==> src/rtl/bist_ctrl_param.sv <==
// Parametrised BIST controller: LFSR stimulus, MISR compaction, golden compare.
// Ports: clock/reset, bist_start/bist_abort control, lfsr_seed/test_len/golden_sig
//   setup, func_in/cut_in/cut_out CUT path, bist_busy/bist_end/pass_fail/signature_out status.
module bist_ctrl_param #(
  parameter int IN_W = 4,
  parameter int OUT_W = 4,
  parameter int SIG_W = 8,
  parameter logic [IN_W-1:0] LFSR_TAPS = 4'b1100,
  parameter logic [SIG_W-1:0] MISR_TAPS = 8'hB8,
  parameter int CNT_W = 16,
  parameter int CUT_LAT = 0
) (
  input  logic             clock,
  input  logic             reset,
  input  logic             bist_start,
  input  logic             bist_abort,
  input  logic [IN_W-1:0]  lfsr_seed,
  input  logic [CNT_W-1:0] test_len,
  input  logic [SIG_W-1:0] golden_sig,
  input  logic [IN_W-1:0]  func_in,
  input  logic [OUT_W-1:0] cut_out,
  output logic [IN_W-1:0]  cut_in,
  output logic             bist_busy,
  output logic             bist_end,
  output logic             pass_fail,
  output logic [SIG_W-1:0] signature_out
);

  typedef enum logic [2:0] {
    IDLE,
    INIT,
    RUN,
    FLUSH,
    COMPARE,
    DONE
  } state_e;

  // One extra counter bit so RUN + FLUSH never wraps.
  localparam logic [CNT_W:0] ONE = (CNT_W+1)'(1);
  localparam logic [CNT_W:0] LAT_C = (CNT_W+1)'(CUT_LAT);
  localparam bit HAS_LAT = (CUT_LAT > 0);

  state_e state_q, state_d;
  logic start_q;
  logic [IN_W-1:0] lfsr_q, lfsr_d;
  logic [SIG_W-1:0] misr_q, misr_d;
  logic [CNT_W:0] cnt_q, cnt_d;
  logic [CNT_W-1:0] len_q, len_d;
  logic pf_q, pf_d;
  logic [SIG_W-1:0] sig_q, sig_d;

  logic start_p;
  logic [IN_W-1:0] lfsr_step;
  logic [SIG_W-1:0] misr_step;
  logic [CNT_W:0] len_ext;
  logic [CNT_W:0] cnt_inc;
  logic compact;
  logic run_last;
  logic flush_last;

  assign start_p = bist_start & ~start_q;

  assign lfsr_step = {lfsr_q[IN_W-2:0],
                      ^(lfsr_q & LFSR_TAPS)};
  assign misr_step = {misr_q[SIG_W-2:0],
                      ^(misr_q & MISR_TAPS)}
                     ^ SIG_W'(cut_out);

  assign len_ext = {1'b0, len_q};
  assign cnt_inc = cnt_q + ONE;
  // Responses lag stimulus by CUT_LAT, so skip the first CUT_LAT
  // cycles and keep compacting through FLUSH: exactly len_q updates.
  assign compact = (cnt_q >= LAT_C);
  assign run_last = (cnt_inc == len_ext);
  assign flush_last = (cnt_inc == len_ext + LAT_C);

  always_comb begin
    state_d = state_q;
    lfsr_d = lfsr_q;
    misr_d = misr_q;
    cnt_d = cnt_q;
    len_d = len_q;
    pf_d = pf_q;
    sig_d = sig_q;
    unique case (state_q)
      IDLE: begin
        if (start_p) state_d = INIT;
      end
      INIT: begin
        // An all-zero seed would lock the LFSR.
        lfsr_d = (lfsr_seed == '0) ? '1 : lfsr_seed;
        misr_d = '0;
        cnt_d = '0;
        len_d = test_len;
        pf_d = 1'b0;
        state_d = (test_len == '0) ? COMPARE : RUN;
      end
      RUN: begin
        lfsr_d = lfsr_step;
        cnt_d = cnt_inc;
        if (compact) misr_d = misr_step;
        if (run_last) state_d = HAS_LAT ? FLUSH : COMPARE;
      end
      FLUSH: begin
        cnt_d = cnt_inc;
        if (compact) misr_d = misr_step;
        if (flush_last) state_d = COMPARE;
      end
      COMPARE: begin
        pf_d = (misr_q == golden_sig);
        sig_d = misr_q;
        state_d = DONE;
      end
      DONE: begin
        if (start_p) state_d = INIT;
      end
      default: state_d = IDLE;
    endcase
    // Abort wins over everything, including a start in DONE.
    if (bist_abort && (state_q != IDLE)) begin
      state_d = IDLE;
      pf_d = 1'b0;
    end
  end

  always_ff @(posedge clock or posedge reset) begin
    if (reset) begin
      state_q <= IDLE;
      start_q <= 1'b0;
      lfsr_q <= '1;
      misr_q <= '0;
      cnt_q <= '0;
      len_q <= '0;
      pf_q <= 1'b0;
      sig_q <= '0;
    end else begin
      state_q <= state_d;
      start_q <= bist_start;
      lfsr_q <= lfsr_d;
      misr_q <= misr_d;
      cnt_q <= cnt_d;
      len_q <= len_d;
      pf_q <= pf_d;
      sig_q <= sig_d;
    end
  end

  assign cut_in = ((state_q == RUN) || (state_q == FLUSH))
                  ? lfsr_q : func_in;
  assign bist_busy = (state_q == INIT) || (state_q == RUN) ||
                     (state_q == FLUSH) || (state_q == COMPARE);
  assign bist_end = (state_q == DONE);
  assign pass_fail = pf_q;
  assign signature_out = sig_q;

endmodule

==> config.mk <==
export PLATFORM = sky130hd
export DESIGN_NAME = bist_ctrl_param
export DESIGN_NICKNAME = d
export VERILOG_FILES = /design/src/rtl/bist_ctrl_param.sv
export SDC_FILE = /design/constraint.sdc
export NUM_CORES = 1
export LEC_CHECK = 0
export ABC_AREA = 1
export CORE_MARGIN = 3
export CORE_UTILIZATION = 48
export CTS_CLUSTER_SIZE = 14
export DETAILED_ROUTE_END_ITERATION = 10
export PLACE_DENSITY = 0.76
export SLEW_MARGIN = 40
export SYNTH_ARGS = -nofsm -noshare
export SYNTH_HDL_FRONTEND = slang
export SYNTH_SLANG_ARGS = --single-unit
==> constraint.sdc <==
create_clock -name clock -period 1.7 [get_ports clock]
set_input_delay 0.17 -clock clock [delete_from_list [all_inputs] [get_ports clock]]
set_output_delay 0.17 -clock clock [all_outputs]
set_load 0.02 [all_outputs]
==> results of run 1 <==
==> per-stage QoR <==
stage / hold WS (ps) / total power, mW / util, %
2_1_floorplan: 201 / 3.91 / -
3_3_place_gp: 470 / 4.88 / 65.9
3_5_place_dp: 476 / 4.98 / 65.9
4_1_cts: 208 / 6.53 / 69.9
5_1_grt: 231 / 7.06 / 71.0
6_report: 196 / 6.63 / 71.0
==> final cells by class <==
type	count	area, sq um	area share (%)
sequential	58	1460	31.7
inverter	63	236	5.13
clock inverter	7	118	2.55
tap	77	96.3	2.09
timing repair buffer	109	945	20.5
multi-input combinational	304	1630	35.4
clock buffer	9	124	2.69
==> where the power goes <==
part / switching [mW] / internal [mW] / total, mW / leakage [nW]
clock network: 0.591 / 0.973 / 1.56 / 0.123
registers: 0.340 / 1.87 / 2.21 / 0.747
logic: 1.67 / 1.20 / 2.86 / 1.32
total: 2.60 / 4.04 / 6.63 / 2.19
==> cell families after synthesis <==
family	after synthesis	share of synthesized area, %
AOI/OAI and AO/OA	70	12.4
DFF	58	44.3
xor gates and xnor gates	17	4.94
buffers and inverters	73	8.37
and+or+nand+nor	216	29.7
adders and majority gates	1	0.380
==> worst max-delay path, stage by stage (launching register included) <==
cell and delay (ps):
dfrtp_2 420, ha_4 170, nand2_4 70, nor2_8 140
nand2_4 80, nand2_4 80, nand2_2 50, nand2_1 70
nand2_1 70, nor2_1 100, nand2_1 70, nor2_2 120
nand3_2 110, nand3_4 100, nand2_2 60, nand2_1 70
nand2_1 50
==> per-layer routing <==
metal	routed length, um	vias to the layer above	share of wire [%]	track usage (%)
met5	0	-	0	0
met4	256	0	2.9	10.0
met3	409	22	4.6	5.03
met2	4410	92	50	39.1
met1	3750	1596	42	28.6
li1	-	1636	-	-
==> cell usage in the layout (no fill, tap or decap), types with 6 or more instances in the layout <==
cell | Yosys | layout
a21oi_1 | 7 | 7
buf_4 | 0 | 51
clkbuf_8 | 0 | 9
clkdlybuf4s50_1 | 0 | 48
dfrtp_1 | 54 | 51
inv_1 | 61 | 58
nand2_1 | 122 | 119
nand2_2 | 6 | 6
nand3_1 | 33 | 31
nand4_1 | 11 | 11
nor2_1 | 28 | 21
nor2_2 | 3 | 9
o21ai_0 | 33 | 31
o22ai_1 | 20 | 20
xnor2_1 | 7 | 7
xor2_1 | 9 | 9
==> timing repair <==
action / CTS / global route
buffers inserted: 2 / 4
endpoints found under the setup margin: 9 / 12
resized for setup: 20 / 20
pin swaps: 3 / 4
gates cloned: 0 / 1
==> worst paths after layout <==
path	from	to	slack, ps
max	cnt_q[1]	state_q[2]	-230
min	reset	len_q[7]	200
max reg2reg	cnt_q[1]	state_q[2]	-230
min reg2reg	signature_out[5]	signature_out[5]	490
max in group asynchronous	reset	lfsr_q[0]	1190
min in group clock	bist_start	start_q	290
==> sequential cells by signal, summed over array words and instances, names as in the netlist <==
name	flops
len_q	16
pass_fail	1
signature_out	8
start_q	1
cnt_q	17
misr_q	8
state_q	3
lfsr_q	4
==> out/metrics.yaml, run 1 <==
sta:
  worstMarginPinSlew_ps: 337
  fin_skew_ps: 11.3
  min_period_over_period_pct: 114
  fmax_mhz: 517
  final.setup.worst_slack_ps: -234
  min_period_ps: 1930
  setup_viol: 3
  hold_violations: 0
  slew_headroom_pct: 77.5
  timing.final.max_slew_violations: 0
  rsz0062_at_grt: "yes"
  tns_ps: -619
min_path:
  hold_class: "input pin to async pin"
power_and_ir_drop:
  p_leak_nw: 2.19
  ir_worst_vdd_uv: 876
  power.density_nw_per_um2: 1440
setup_path:
  r2r_cells: 16
  crit_arrival_ps: 2170
  crit_type: "register to register"
  worstSetupEndpointType: "register"
  crit_required_ps: 1940
  cp-start-kind: "register"
  critPathMaxFanout: 6
synth:
  syn_avg_cell_area_sq_um: 7.56
  ys_types: 33
  netlist_instances: 435
  synth_seq_cells: 58
  synth_flop_cell: "dfrtp_1"
  synth_edf_count: 0
  synth_top_area_cell: "dfrtp_1"
  synth_area_sq_um: 3290
  synth_fp_nets: 476
  ys_seq_area_share_pct: 44.3
  ys_top_cells_by_area: "dfrtp_1 41%, nand2_1 14%, inv_1 7.0%"
  yosys.area.top_type_share_pct: 41.1
  synthTopCellsByCount: "122 x nand2_1, 61 x inv_1, 54 x dfrtp_1, 33 x nand3_1, 33 x o21ai_0"
  ys_async_sr_fraction_pct: 100
  yosys_warnings: 0
  yosysMostFrequentCell: "nand2_1"
clock_network:
  cts_hold_buf: 0
  clock_latency_ps: 340
  clock_sinks: 58
  cts_root_buf: "clkbuf_8"
  cts_max_level: 3
  numCtsBuffers: 9
  clk_pin_slew_ps: 70
  cts_tree: "yes"
  cts_buffer_depth: 2
place:
  port_buffers: 54
  dp_slack_ps: -276
  gp_congestion: 0.887
  post-dp-hpwl_um: 6320
  dpl_cell_area_sq_um: 4280
  dp.cells: 604
route:
  drt-initial-drc-count: 189
  avgViaCountPerCell: 5.34
  drt-total-wl_um: 8820
  antenna_left: 0
  detail_route.wl_per_cell_um: 14.1
  vias: 3346
  dr.pass1.iters: 5
  drc_errors: 0
finish:
  design_area_sq_um: 4610
  final_nets: 586
  syn_to_final_growth_pct: 40.2
  n_antenna_cell: 0
  drive_gt1_share_pct: 21.8
  nFillCells: 521
  instances_no_fill: 627
floorplanning:
  start_util_pct: 50.6
  num_rows: 29
  die_h_um: 88.8
  core_area_sq_um: 6490
  io_pins: 55
  dieArea_sq_um: 7880
  die_x_um: 88.8
grt:
  grt_pass1_vias: 3255
  track_usage_pct: 23.2
  antenna_found_initial: 0
  grt_overflow_total: 0
  grt_pass1_wl_um: 14200
  grt_max_degree: 59
outcome:
  violations: "setup timing"
  status: "finished with violations"
run:
  cap_violations: 0
No activity file was read; power rests on OpenSTA's default activity.
==> inputs of run 2 (changes only) <==
HOLD_SLACK_MARGIN = 0.03   (was default)
REMOVE_ABC_BUFFERS = 1   (was default)
==> run 2 against run 1 <==
Routed wire length increased by 0.45%. Sequential cell count unchanged. Clock power decreased by 21%. Combinational power increased by 3%. Critical path depth decreased by 3. Non-clock buffer count decreased by 8. The run still ends with setup timing left. Global-route usage increased by 0.84 points. Largest cell class unchanged. Sequential share of layout area increased by 0.26 points. Via count decreased by 1.0%. Highest routed layer unchanged.
==> out/metrics.yaml, run 2 (synthesis results as in run 1) <==
min_path:
  hold_class: "input pin to async pin"
grt:
  grt_pass1_wl_um: 14700  # +3.7%
  grt_overflow_total: 0  # unchanged
  antenna_found_initial: 0  # unchanged
  track_usage_pct: 24.1  # +0.84 points
  grt_pass1_vias: 3336  # +2.5%
  grt_max_degree: 59  # unchanged
finish:
  syn_to_final_growth_pct: 39.0
  n_antenna_cell: 0  # unchanged
  nFillCells: 534  # +2.5%
  largest_reg_flops: 17  # unchanged
  final_nets: 578  # -1.4%
  reg.largest.list: "cnt_q: 17 flops, len_q: 16 flops"
  drive_gt1_share_pct: 22.9  # +1.1 points
  top_register: "cnt_q"
  final_cell_mix: "110 x nand2_1, 57 x inv_1, 52 x dfrtp_1"
  final_common_cell: "nand2_1"
setup_path:
  crit_arrival_ps: 2170  # about the same
  worstSetupEndpointType: "register"
  rr_startpoint: "cnt_q[0]"
  critPathLaunch: "cnt_q[0]"
  cp-start-kind: "register"
  crit_required_ps: 1930  # about the same
  crit_type: "register to register"
  critPathMaxFanout: 7  # +1
floorplanning:
  start_util_pct: 50.6  # unchanged
  die_x_um: 88.8  # unchanged
  die_h_um: 88.8  # unchanged
  io_pins: 55  # unchanged
  core_area_sq_um: 6490  # unchanged
  dieArea_sq_um: 7880  # unchanged
  num_rows: 29  # unchanged
power_and_ir_drop:
  ir_worst_vdd_uv: 1010  # +15%
  power.density_nw_per_um2: 1400  # -2.7%
  p_leak_nw: 2.14  # -2.7%
outcome:
  violations: "setup timing"
  status: "finished with violations"
clock_network:
  clk_pin_slew_ps: 70  # about the same
  cts_root_buf: "clkbuf_8"
  clock_sinks: 58  # unchanged
  cts_hold_buf: 0  # unchanged
  cts_tree: "yes"
  cts_buffer_depth: 2  # unchanged
  clock_latency_ps: 340  # about the same
  cts_max_level: 3  # unchanged
  numCtsBuffers: 9  # unchanged
place:
  gp_congestion: 0.837  # -5.7%
  post-dp-hpwl_um: 6340  # +0.42%
  dp_slack_ps: -251  # +25.3 ps
  port_buffers: 54  # unchanged
route:
  drc_errors: 0  # unchanged
  avgViaCountPerCell: 5.35  # +0.23%
  dr.pass1.iters: 5  # unchanged
  drt-initial-drc-count: 271  # +43%
  vias: 3311  # -1.0%
  antenna_left: 0  # unchanged
  detail_route.wl_per_cell_um: 14.3  # +1.8%
  drt-total-wl_um: 8860  # +0.45%
sta:
  hold_violations: 0  # unchanged
  timing.final.max_slew_violations: 0  # unchanged
  min_period_over_period_pct: 114  # +0.35 points
  fmax_mhz: 516  # -0.30%
  setup_viol: 3  # unchanged
  holdWs_ps: 219  # +23.3 ps
  slew_headroom_pct: 67.5  # -10 points
  worstMarginPinSlew_ps: 485  # +149 ps
  final.setup.worst_slack_ps: -240  # -5.87 ps
  rsz0062_at_grt: "yes"
  fin_skew_ps: 11.9  # +0.525 ps
  min_period_ps: 1940  # +5.87 ps
run:
  cap_violations: 0  # unchanged
[run 2: repair_timing]
action                                 4_1_cts  5_1_grt
endpoints found under the hold margin        0        0
buffers inserted                             3        5
resized for setup                           31       35
pin swaps                                   11       13
setup endpoints to repair                    9        8
[run 2: per-layer routing]
metal | vias to the layer above | part of all wire (%) | wire length, um | GRT usage, %
met2 | 106 | 51 | 4560 | 40.9
met1 | 1573 | 42 | 3690 | 29.5
met4 | 0 | 0.81 | 72 | 7.01
met3 | 7 | 6.2 | 549 | 7.26
met5 | - | 0 | 0 | 0
li1 | 1625 | - | - | -
[run 2: final cells by class]
cell class,count,area [sq um],area share (%)
well taps,77,96.3,2.11
multi-input cells,304,1690,37.0
clock inverters,5,56.3,1.23
inverters,63,236,5.17
repair buffers,101,898,19.7
clock buffers,11,131,2.87
flip-flops and latches,58,1460,31.9
[run 2: path summary, 6_finish.rpt]
check	end	slack (ps)	cells past startpoint
min reg2reg	signature_out[7]	480	2
min in group clock	start_q	300	1
max	state_q[2]	-240	13
max in group asynchronous	cnt_q[3]	1190	3
min	signature_out[1]	220	3
max reg2reg	state_q[2]	-240	13
[run 2: critical path, stage by stage, from the launching register on]
cell and delay [ps]:
dfrtp_1 410, ha_4 200, nand2_4 80, nor2_8 160, buf_6 120, nand4_1 100, nand3_1 120, nand4_1 80
nor2_1 160, nand3_2 120, nand3_4 100, nand2_4 60, nand2_2 80, nand2_2 50
[run 2: stage by stage]
step                      util, %  area, sq um  instances  power (mW)  setup TNS, ps
final                        70.4         4570        619        6.40           -598
after global routing         70.4         4570        619        6.87           -983
after CTS                    68.6         4460        614        6.27           -529
after detailed placement     64.6         4200        595        4.94           -596
after global placement       64.6         4200        595        4.88           -381
after floorplan                 -         3250        425        3.82         -18240
[run 2: where the power goes]
group / total (mW) / switching, mW / internal, mW / leakage (nW)
logic: 2.96 / 1.71 / 1.25 / 1.29
registers: 2.19 / 0.329 / 1.87 / 0.748
clock network: 1.24 / 0.564 / 0.675 / 0.0933
total: 6.40 / 2.61 / 3.79 / 2.14
==> inputs of run 3 (changes only) <==
CELL_PAD_IN_SITES_DETAIL_PLACEMENT = 1   (was default)
CELL_PAD_IN_SITES_GLOBAL_PLACEMENT = 1   (was default)
CORE_UTILIZATION = 35   (was 48)
PLACE_DENSITY = default   (was 0.76)
PLACE_DENSITY_LB_ADDON = 0.1   (was default)
==> run 3 against run 2 <==
Routed wire length up 15%. Register-to-register slack worse by 60 ps. Clock-buffer cell count down 2. Core utilization down 17 points. Worst setup slack worse by 56 ps. First-iteration DRC count down 80%. Clock power up 19%. Sequential share of layout area down 1.6 points. Highest routed layer unchanged. Total power up 5.5%. Cell count up 7.8%. Hold slack worse by 68 ps. The flow still finishes with violations (setup timing). Via count up 1.4%.
==> out/metrics.yaml, run 3 (synthesis results as in run 1) <==
route:
  vias: 3356  # +1.4%
  avgViaCountPerCell: 5.03  # -5.9%
  dr.pass1.iters: 4  # -1
  drc_errors: 0  # unchanged
  drt-total-wl_um: 10200  # +15%
  wl_met2_um: 5410  # +19%
  detail_route.wl_per_cell_um: 15.3  # +7.0%
  wl_met1_um: 4380  # +19%
  top_layer_used: "met4"
  antenna_left: 0  # unchanged
  wl_met3_um: 283  # -48%
  drt-initial-drc-count: 54  # -80%
finish:
  drive_gt1_share_pct: 25.8  # +2.9 points
  final_cell_mix: "110 x nand2_1, 59 x inv_1, 58 x buf_4"
  reg.largest.list: "cnt_q: 17 flops, len_q: 16 flops"
  largest_reg_flops: 17  # unchanged
  final_common_cell: "nand2_1"
  instances_no_fill: 667  # +7.8%
  top_register: "cnt_q"
  final_nets: 595  # +2.9%
  syn_to_final_growth_pct: 46.1
  design_area_sq_um: 4800  # +5.1%
  n_antenna_cell: 0  # unchanged
setup_path:
  crit_type: "register to register"
  cp_cell_sequence: "ha_4 -> nand2_4 -> nor2_8 -> buf_4 -> nand4_1 -> nand3_1 -> nand4_1 -> nor2_2 -> nand3_2 -> nand3_4 -> nand2_4 -> nand2_2 -> nand2_1"
  cpMaxStageDelayCell: "dfrtp_1"
  rr_startpoint: "cnt_q[1]"
  critPathMaxFanout: 7  # unchanged
  r2r_cells: 13  # unchanged
  crit_family: "simple AND/OR/NAND/NOR gates"
  r2r_end: "state_q[2]"
  crit_arrival_ps: 2230  # +60 ps
  worstSetupEndpointType: "register"
  crit_required_ps: 1930  # about the same
  crit_buf_inv: 1  # unchanged
  r2r_setup_slack_ps: -300  # -60 ps
  slowest_delay_ps: 420  # about the same
  cp-start-kind: "register"
grt:
  grt_pass1_vias: 3620  # +8.5%
  antenna_found_initial: 0  # unchanged
  track_usage_pct: 20.3  # -3.8 points
  grt_max_degree: 24  # -59%
  grt_pass1_wl_um: 16800  # +14%
  grt_overflow_total: 0  # unchanged
outcome:
  violations: "setup timing"
  status: "finished with violations"
min_path:
  hold_class: "input pin to async pin"
floorplanning:
  num_rows: 34  # +17%
  die_h_um: 103  # +16%
  start_util_pct: 36.8  # -14 points
  die_x_um: 103  # +16%
  dieArea_sq_um: 10600  # +34%
  io_pins: 55  # unchanged
  core_area_sq_um: 8930  # +38%
place:
  gp_congestion: 0.806  # -3.7%
  dpl_cell_area_sq_um: 4380  # +4.4%
  port_buffers: 54  # unchanged
  dp.cells: 642  # +7.9%
  post-dp-hpwl_um: 7590  # +20%
  dp_slack_ps: -341  # -90.1 ps
clock_network:
  cts_hold_buf: 0  # unchanged
  cts_buffer_depth: 2  # unchanged
  clk_pin_slew_ps: 80  # about the same
  cts_root_buf: "clkbuf_8"
  clock_sinks: 58  # unchanged
  cts_max_level: 3  # unchanged
  cts_tree: "yes"
  clock_latency_ps: 340  # about the same
  numCtsBuffers: 9  # unchanged
sta:
  timing.final.max_slew_violations: 0  # unchanged
  worstMarginPinSlew_ps: 484  # -1.48 ps
  fin_skew_ps: 7.06  # -4.79 ps
  final.setup.worst_slack_ps: -296  # -55.8 ps
  rsz0062_at_grt: "yes"
  hold_violations: 0  # unchanged
  slew_headroom_pct: 67.6  # +0.099 points
  min_period_over_period_pct: 117  # +3.3 points
  min_period_ps: 2000  # +55.8 ps
  setup_viol: 4  # +1
  tns_ps: -1040  # -438 ps
  fmax_mhz: 501  # -2.8%
power_and_ir_drop:
  power_frac_seq_pct: 32.6  # -1.7 points
  p_leak_nw: 2.25  # +5.1%
  swShare_pct: 40.5  # -0.24 points
  clock_power_share_pct: 21.8  # +2.4 points
  design_power_total_mw: 6.75  # +5.5%
  ir_worst_vdd_uv: 822  # -18%
  p_switching_mw: 2.73  # +4.9%
  comb_power_share_pct: 45.6  # -0.7 points
  power.density_nw_per_um2: 1400  # +0.39%
  p_int_mw: 4.02  # +5.9%
run:
  cap_violations: 0  # unchanged
run 3: repair_timing:
item,4_1_cts,5_1_grt
buffers inserted,8,2
pin swaps,11,17
gates resized for setup,34,29
endpoints found under the setup margin,9,12
run 3: power groups by stage:
| stage | registers, mW | clock network (mW) | logic, mW |
|---|---|---|---|
| after global routing | 2.26 | 1.58 | 3.43 |
| final | 2.20 | 1.47 | 3.08 |
| after global placement | 2.18 | 0 | 2.89 |
| after detailed placement | 2.20 | 0 | 2.96 |
| after CTS | 2.19 | 1.52 | 3.06 |
| after floorplan | 2.22 | 0 | 1.61 |
run 3: cell type report:
| cell class | count | area, sq um |
|---|---|---|
| fill | 1117 | 4130 |
| multi-input combinational | 304 | 1700 |
| sequential | 58 | 1460 |
| timing repair buffer | 118 | 1040 |
| inverter | 63 | 236 |
| tap | 108 | 135 |
| clock buffer | 9 | 124 |
| clock inverter | 7 | 103 |
run 3: metal layers:
layer / up-vias / global-route usage [%]
met2: 46 / 36.6
li1: 1652 / -
met4: 0 / 6.47
met1: 1644 / 24.0
met3: 14 / 3.99
met5: - / 0
run 3: how the worst max path moves through the flow:
stage                    start          to  slack (ps)  depth (start not counted)
floorplan           state_q[2]   cnt_q[10]        -600                          6
global placement      cnt_q[0]  state_q[0]        -240                         16
detailed placement    cnt_q[0]  state_q[2]        -340                         16
CTS                   cnt_q[0]  state_q[0]        -290                         16
finish                cnt_q[1]  state_q[2]        -300                         13
global route          cnt_q[1]  state_q[2]        -450                         13
run 3: through the flow:
step | hold WS [ps] | util, %
final | 151 | 53.8
after floorplan | 201 | -
after global routing | 165 | 53.8
after detailed placement | 479 | 49.0
after CTS | 153 | 53.1
after global placement | 468 | 49.0
